## src/rtl/video_frame_tracker_if.sv

```systemverilog
// Decoded HDMI pixel stream as seen by the frame tracker.
// Defines the RGB plus de/hsync/vsync signal bundle.
interface video_frame_tracker_if;
    logic       de;
    logic       hsync;
    logic       vsync;
    logic [7:0] blue_in;
    logic [7:0] green_in;
    logic [7:0] red_in;

    modport master (
        output de, hsync, vsync,
        output blue_in, green_in, red_in
    );

    modport slave (
        input de, hsync, vsync,
        input blue_in, green_in, red_in
    );
endinterface

```

## src/rtl/video_frame_tracker.sv

```systemverilog
// Re-times the pixel stream, annotates pixels with x/y, sof and eol, and locks on stable timing.
// Optional frame_count port is enabled by defining VIDEO_FRAME_COUNT_EN.
module video_frame_tracker #(
    parameter int X_W         = 12,
    parameter int Y_W         = 11,
    parameter int LOCK_FRAMES = 4,
    parameter int WD_W        = 23
) (
    input  logic                   pix_1x_clk,
    input  logic                   reset_in,
    video_frame_tracker_if.slave   vid,
    output logic [7:0]             blue_out,
    output logic [7:0]             green_out,
    output logic [7:0]             red_out,
    output logic                   de_out,
    output logic                   hsync_out,
    output logic                   vsync_out,
    output logic [X_W-1:0]         x_pos,
    output logic [Y_W-1:0]         y_pos,
    output logic                   sof,
    output logic                   eol,
    output logic [X_W-1:0]         active_width,
    output logic [Y_W-1:0]         active_height,
    output logic                   locked,
    output logic                   timing_err
`ifdef VIDEO_FRAME_COUNT_EN
    ,
    output logic [15:0]            frame_count
`endif
);

    localparam int S_W = $clog2(LOCK_FRAMES + 1);
    localparam logic [S_W-1:0] S_MAX = S_W'(LOCK_FRAMES);
    localparam logic [WD_W-1:0] WD_MAX = {WD_W{1'b1}};
    localparam logic [WD_W-1:0] WD_TRIP = WD_MAX - WD_W'(1);

    logic [X_W-1:0]  first_w;
    logic            first_done;
    logic            w_mismatch;
    logic            frame_seen;
    logic [S_W-1:0]  stable;
    logic [WD_W-1:0] wd;

    logic            vs_rise;
    logic            de_rise;
    logic            de_fall;
    logic [X_W-1:0]  line_w;
    logic [Y_W-1:0]  y_inc;
    logic [X_W-1:0]  cand_w;
    logic [Y_W-1:0]  cand_h;
    logic            cand_bad;
    logic            cand_same;
    logic [S_W-1:0]  stable_inc;
    logic            wd_trip;

    // de_out and vsync_out double as the one-cycle delayed copies
    assign vs_rise = vid.vsync & ~vsync_out;
    assign de_rise = vid.de & ~de_out;
    assign de_fall = ~vid.de & de_out;
    assign eol     = de_fall;
    assign sof     = de_out & (x_pos == '0) & (y_pos == '0) & frame_seen;
    assign wd_trip = ~vs_rise & (wd == WD_TRIP);

    // Candidate frame geometry, folding in a line that ends on the vsync edge
    always_comb begin
        line_w     = x_pos + X_W'(1);
        y_inc      = (&y_pos) ? y_pos : y_pos + Y_W'(1);
        cand_w     = (de_fall & ~first_done) ? line_w : first_w;
        cand_h     = de_fall ? y_inc : y_pos;
        cand_bad   = (cand_h == '0) | w_mismatch
                   | (de_fall & first_done & (line_w != first_w));
        cand_same  = (cand_w == active_width) & (cand_h == active_height);
        stable_inc = (stable == S_MAX) ? stable : stable + S_W'(1);
    end

    // One-cycle re-timing of the pixel stream
    always_ff @(posedge pix_1x_clk or negedge reset_in) begin
        if (!reset_in) begin
            blue_out  <= '0;
            green_out <= '0;
            red_out   <= '0;
            de_out    <= 1'b0;
            hsync_out <= 1'b0;
            vsync_out <= 1'b0;
        end else begin
            blue_out  <= vid.blue_in;
            green_out <= vid.green_in;
            red_out   <= vid.red_in;
            de_out    <= vid.de;
            hsync_out <= vid.hsync;
            vsync_out <= vid.vsync;
        end
    end

    // Pixel/line counters and first-line width tracking
    always_ff @(posedge pix_1x_clk or negedge reset_in) begin
        if (!reset_in) begin
            x_pos      <= '0;
            y_pos      <= '0;
            first_w    <= '0;
            first_done <= 1'b0;
            w_mismatch <= 1'b0;
        end else begin
            if (de_rise) begin
                x_pos <= '0;
            end else if (vid.de && !(&x_pos)) begin
                x_pos <= x_pos + X_W'(1);
            end
            if (vs_rise) begin
                y_pos      <= '0;
                first_done <= 1'b0;
                w_mismatch <= 1'b0;
            end else if (de_fall) begin
                y_pos <= y_inc;
                if (!first_done) begin
                    first_w    <= line_w;
                    first_done <= 1'b1;
                end else if (line_w != first_w) begin
                    w_mismatch <= 1'b1;
                end
            end
        end
    end

    // Frame commit, lock tracking and watchdog
    always_ff @(posedge pix_1x_clk or negedge reset_in) begin
        if (!reset_in) begin
            frame_seen    <= 1'b0;
            stable        <= '0;
            locked        <= 1'b0;
            timing_err    <= 1'b0;
            active_width  <= '0;
            active_height <= '0;
            wd            <= '0;
`ifdef VIDEO_FRAME_COUNT_EN
            frame_count   <= '0;
`endif
        end else begin
            timing_err <= 1'b0;
            if (vs_rise) begin
                wd <= '0;
                if (!frame_seen) begin
                    frame_seen <= 1'b1;
                end else begin
`ifdef VIDEO_FRAME_COUNT_EN
                    frame_count <= frame_count + 16'd1;
`endif
                    if (cand_bad) begin
                        stable     <= '0;
                        locked     <= 1'b0;
                        timing_err <= locked;
                    end else if (cand_same) begin
                        stable <= stable_inc;
                        locked <= (stable_inc == S_MAX);
                    end else begin
                        active_width  <= cand_w;
                        active_height <= cand_h;
                        stable        <= S_W'(1);
                        locked        <= (LOCK_FRAMES == 1);
                        timing_err    <= locked;
                    end
                end
            end else if (wd_trip) begin
                wd         <= WD_MAX;
                locked     <= 1'b0;
                stable     <= '0;
                frame_seen <= 1'b0;
                timing_err <= locked;
            end else if (wd != WD_MAX) begin
                wd <= wd + WD_W'(1);
            end
        end
    end

endmodule

```

## src/flat_wrapper.sv

```systemverilog
// flat-port wrapper written by rule: the top's interface ports become plain ports
module video_frame_tracker_flat 
#(
    parameter int X_W         = 12,
    parameter int Y_W         = 11,
    parameter int LOCK_FRAMES = 4,
    parameter int WD_W        = 23
)
  (pix_1x_clk, reset_in, blue_out, green_out, red_out, de_out, hsync_out, vsync_out, x_pos, y_pos, sof, eol, active_width, active_height, locked, timing_err, vid_de, vid_hsync, vid_vsync, vid_blue_in, vid_green_in, vid_red_in);
  video_frame_tracker_if vid_i ();
  input  logic pix_1x_clk;
  input  logic reset_in;
  output logic [7:0] blue_out;
  output logic [7:0] green_out;
  output logic [7:0] red_out;
  output logic de_out;
  output logic hsync_out;
  output logic vsync_out;
  output logic [X_W-1:0] x_pos;
  output logic [Y_W-1:0] y_pos;
  output logic sof;
  output logic eol;
  output logic [X_W-1:0] active_width;
  output logic [Y_W-1:0] active_height;
  output logic locked;
  output logic timing_err;
  input wire logic [$bits(vid_i.de)-1:0] vid_de;
  input wire logic [$bits(vid_i.hsync)-1:0] vid_hsync;
  input wire logic [$bits(vid_i.vsync)-1:0] vid_vsync;
  input wire logic [$bits(vid_i.blue_in)-1:0] vid_blue_in;
  input wire logic [$bits(vid_i.green_in)-1:0] vid_green_in;
  input wire logic [$bits(vid_i.red_in)-1:0] vid_red_in;
  assign vid_i.de = vid_de;
  assign vid_i.hsync = vid_hsync;
  assign vid_i.vsync = vid_vsync;
  assign vid_i.blue_in = vid_blue_in;
  assign vid_i.green_in = vid_green_in;
  assign vid_i.red_in = vid_red_in;
  video_frame_tracker #(.X_W(X_W), .Y_W(Y_W), .LOCK_FRAMES(LOCK_FRAMES), .WD_W(WD_W)) u_core (.pix_1x_clk(pix_1x_clk), .reset_in(reset_in), .vid(vid_i), .blue_out(blue_out), .green_out(green_out), .red_out(red_out), .de_out(de_out), .hsync_out(hsync_out), .vsync_out(vsync_out), .x_pos(x_pos), .y_pos(y_pos), .sof(sof), .eol(eol), .active_width(active_width), .active_height(active_height), .locked(locked), .timing_err(timing_err));
endmodule
```

## config.mk

```make
export PLATFORM = sky130hd
export DESIGN_NAME = video_frame_tracker_flat
export DESIGN_NICKNAME = d
export VERILOG_FILES = /design/src/rtl/video_frame_tracker_if.sv /design/src/rtl/video_frame_tracker.sv /design/src/flat_wrapper.sv
export SDC_FILE = /design/constraint.sdc
export NUM_CORES = 1
export LEC_CHECK = 0
export CORE_AREA = 2 2 117 119
export CTS_BUF_LIST = sky130_fd_sc_hd__clkbuf_8 sky130_fd_sc_hd__clkbuf_16
export CTS_CLUSTER_DIAMETER = 30
export DETAILED_ROUTE_END_ITERATION = 6
export DIE_AREA = 0 0 119 121
export MAX_ROUTING_LAYER = met4
export PLACE_DENSITY = 0.73
export SLEW_MARGIN = 0
export SYNTH_ARGS = -nofsm -noshare
export SYNTH_HDL_FRONTEND = slang
export SYNTH_SLANG_ARGS = --single-unit
```

## constraint.sdc

```tcl
create_clock -name pix_1x_clk -period 5.9 [get_ports pix_1x_clk]
set_clock_uncertainty 0.15 [all_clocks]
set_input_delay 0.59 -clock pix_1x_clk [delete_from_list [all_inputs] [get_ports pix_1x_clk]]
set_output_delay 0.59 -clock pix_1x_clk [all_outputs]
set_load 0.05 [all_outputs]
```

==> out/metrics.json <==
{
  "post_cts.resized_instances": 0,
  "clk_pin_slew_ns": 0.06,
  "synth-seq-area-share": 0.450,
  "finalWeightedCongestion": 0.944,
  "synth_nets": 708,
  "cap_violations": 0,
  "asyncSetResetFlopFracSynth": 1.00,
  "worst_setup_path_start_kind": "flip-flop",
  "overflow_left_after_global_routing": 0,
  "synth_warnings": 0,
  "timing.critical_path.to_type": "flip-flop",
  "final_layout_size_suffix_gt1_frac": 0.0928,
  "clock_path_buffers": 2,
  "hold_path_class": "in -> async",
  "core_area_sq_um": 13100,
  "slew-limit-headroom": 0.413,
  "io_buffer_count": 105,
  "first_global_vias": 5529,
  "finalWirelength_um": 17200,
  "clock-sinks": 116,
  "worstPathRequired_ns": 6.04,
  "power_density_nw_per_um2": 360,
  "insertedDiodeCount": 0,
  "num-fill-cells": 1039,
  "global_route_wire_length_before_repair_um": 28300,
  "clock_insertion_delay_worst_skew_ns": 0.42,
  "firstDrtPassIters": 5,
  "placement_rows": 42,
  "synthesis.area_sq_um": 6440,
  "hpwlAfterDp_um": 11900,
  "worst_ep_arrival_time_ns": 4.63,
  "grt_setup_unrepaired": "false",
  "hold_viol_final": 0,
  "total_power_uw": 2930,
  "grt_util_all_layers": 0.256,
  "peakVddDrop_mv": 0.233,
  "tritoncts.num_buffers": 17,
  "netlist_instances": 671,
  "setup_total_negative_slack_ns": 0,
  "syn2layout_area_growth_pct": 26.4,
  "avgRoutedWirePerCell_um": 18.1,
  "min_period_over_period": 0.760,
  "leakage_uw": 0.00344,
  "start_util": 0.492,
  "synth-main-ff-cell": "sky130_fd_sc_hd__dfrtp_1",
  "routed_via_density": 5.92,
  "cts_htree_levels": 4,
  "dieHeight_um": 121,
  "setup_viol": 0,
  "worstMarginPinSlew_ns": 0.879,
  "die_area_sq_um": 14400,
  "critical_path.max_fanout": 20,
  "achievable-frequency_mhz": 223,
  "final_period_minus_worst_setup_slack_ns": 4.48,
  "grt_max_degree": 60,
  "synthDistinctLibCells": 73,
  "total_of_flip_flops_plus_latches_after_synthesis": 116,
  "syn-mean-instance-area_sq_um": 9.60,
  "number_of_drc_violations_after_detailed_routing_iteration_0": 691,
  "dr_total_vias": 5639,
  "type_of_the_setup_path_with_the_least_slack": "reg -> reg",
  "grt_antenna_before_repair": 0,
  "final_max_slew_viol_count": 0,
  "status": "finished, final reports clean",
  "cts-root-buf": "sky130_fd_sc_hd__clkbuf_16",
  "holdBufCountCts": 0,
  "finish.net_count": 800,
  "drc": 0,
  "postCtsSetupBuffers": 0,
  "antenna_violating_nets_post_route": 0,
  "tritoncts": "yes",
  "io_pins": 106,
  "die_w_um": 119,
  "synth_enable_flop_cells": 0
}
## layer usage
layer,share of wire,GRT usage,routed length (um),vias to the layer above
li1,-,-,-,2582
met1,0.43,0.325,7390,2750
met2,0.48,0.401,8230,275
met3,0.073,0.0672,1270,32
met4,0.021,0.0863,355,0
met5,0,-,0,-
## synth_stat cells, drive strengths merged, types with 14 or more instances
master / number / area share
a21oi: 42 / 0.033
a31oi: 15 / 0.015
buf: 14 / 0.019
clkbuf: 24 / 0.014
dfrtp: 116 / 0.45
inv: 26 / 0.015
mux2: 17 / 0.037
nand2: 57 / 0.034
nand3: 31 / 0.026
nand4: 21 / 0.024
nor2: 56 / 0.034
nor3: 14 / 0.013
o21ai: 43 / 0.033
xnor2: 36 / 0.050
xor2: 20 / 0.027
## metrics by stage
stage / util / hold slack [ns] / std cells / cell area [sq um] / setup WS, ns
after detailed placement: 0.576 / 0.352 / 920 / 7540 / 1.53
after global routing: 0.622 / 0.146 / 952 / 8140 / 1.19
after global placement: 0.576 / 0.346 / 920 / 7540 / 1.62
after floorplan: - / 0.144 / 671 / 6440 / 2.10
final: 0.622 / 0.0875 / 952 / 8140 / 1.42
after CTS: 0.622 / 0.112 / 952 / 8140 / 1.50
## path summary, 6_finish.rpt
| kind | depth (start not counted) | start | slack, ns | endpoint |
|---|---|---|---|---|
| setup / recovery | 10 | u_core.x_pos[0]$_DFFE_PN0P_ | 1.42 | u_core.active_width[3]$_DFFE_PN0P_ |
| hold / removal | 1 | reset_in | 0.09 | u_core.x_pos[10]$_DFFE_PN0P_ |
| setup reg to reg | 10 | u_core.x_pos[0]$_DFFE_PN0P_ | 1.42 | u_core.active_width[3]$_DFFE_PN0P_ |
| hold reg to reg | 1 | u_core.wd[12]$_DFFE_PN0P_ | 0.37 | u_core.wd[12]$_DFFE_PN0P_ |
| max in group asynchronous | 2 | reset_in | 4.28 | u_core.wd[4]$_DFFE_PN0P_ |
| min in group pix_1x_clk | 1 | u_core.wd[12]$_DFFE_PN0P_ | 0.37 | u_core.wd[12]$_DFFE_PN0P_ |
## kinds of logic after synthesis
| kind of cell | synth area share |
|---|---|
| mux | 0.0528 |
| simple gates | 0.205 |
| xor+xnor | 0.0773 |
| flops | 0.450 |
| fa+ha+maj | 0.0171 |
| buf+inv | 0.0489 |
| compound gates | 0.149 |
## critical path: stages, from the launching register on
cell	delay, ns
sky130_fd_sc_hd__dfrtp_1	0.60
sky130_fd_sc_hd__ha_1	0.36
sky130_fd_sc_hd__and3_1	0.34
sky130_fd_sc_hd__nand3_2	0.21
sky130_fd_sc_hd__xor2_1	0.30
sky130_fd_sc_hd__xnor2_1	0.11
sky130_fd_sc_hd__or4_4	0.43
sky130_fd_sc_hd__o41ai_4	0.28
sky130_fd_sc_hd__and3_1	0.41
sky130_fd_sc_hd__nor2b_4	0.80
sky130_fd_sc_hd__mux2_4	0.35
## report_power, final
group | internal (uW) | switching (uW) | total (uW) | leakage, uW
Combinational | 346 | 505 | 851 | 0.00166
Sequential | 893 | 145 | 1040 | 0.00149
Clock | 670 | 369 | 1040 | 0.000283
## state kept, by name (all words and copies together) (netlist names)
signal,count
u_core.green_out,8
u_core.active_height,11
u_core.vsync_out,1
u_core.de_out,1
u_core.blue_out,8
u_core.x_pos,12
u_core.y_pos,11
u_core.hsync_out,1
u_core.timing_err,1
u_core.first_done,1
u_core.locked,1
u_core.wd,23
u_core.red_out,8
u_core.frame_seen,1
u_core.active_width,12
u_core.stable,3
u_core.first_w,12
u_core.w_mismatch,1
## area by class of cell
type,instances,area [sq um],area share
inverter,27,101,0.0124
tap,176,220,0.0270
multi-input combinational,490,3230,0.396
sequential,116,2900,0.356
clock buffer,18,439,0.0539
timing repair buffer,111,1090,0.134
clock inverter,14,161,0.0198
## layout by cell type, fill, tap and decap left out, drive strengths merged, types with 10 or more instances in the layout
| cell type | synthesis | routed |
|---|---|---|
| and2 | 10 | 10 |
| o21ai | 43 | 43 |
| nand2 | 57 | 57 |
| nand3 | 31 | 31 |
| a31oi | 15 | 15 |
| mux2i | 10 | 10 |
| inv | 26 | 26 |
| nor3 | 14 | 14 |
| dfrtp | 116 | 116 |
| clkbuf | 24 | 18 |
| xor2 | 20 | 20 |
| nand4 | 21 | 21 |
| xnor2 | 36 | 36 |
| nor2 | 56 | 56 |
| mux2 | 17 | 17 |
| clkdlybuf4s50 | 0 | 104 |
| a21oi | 42 | 42 |
No activity file was read; power rests on OpenSTA's default activity.
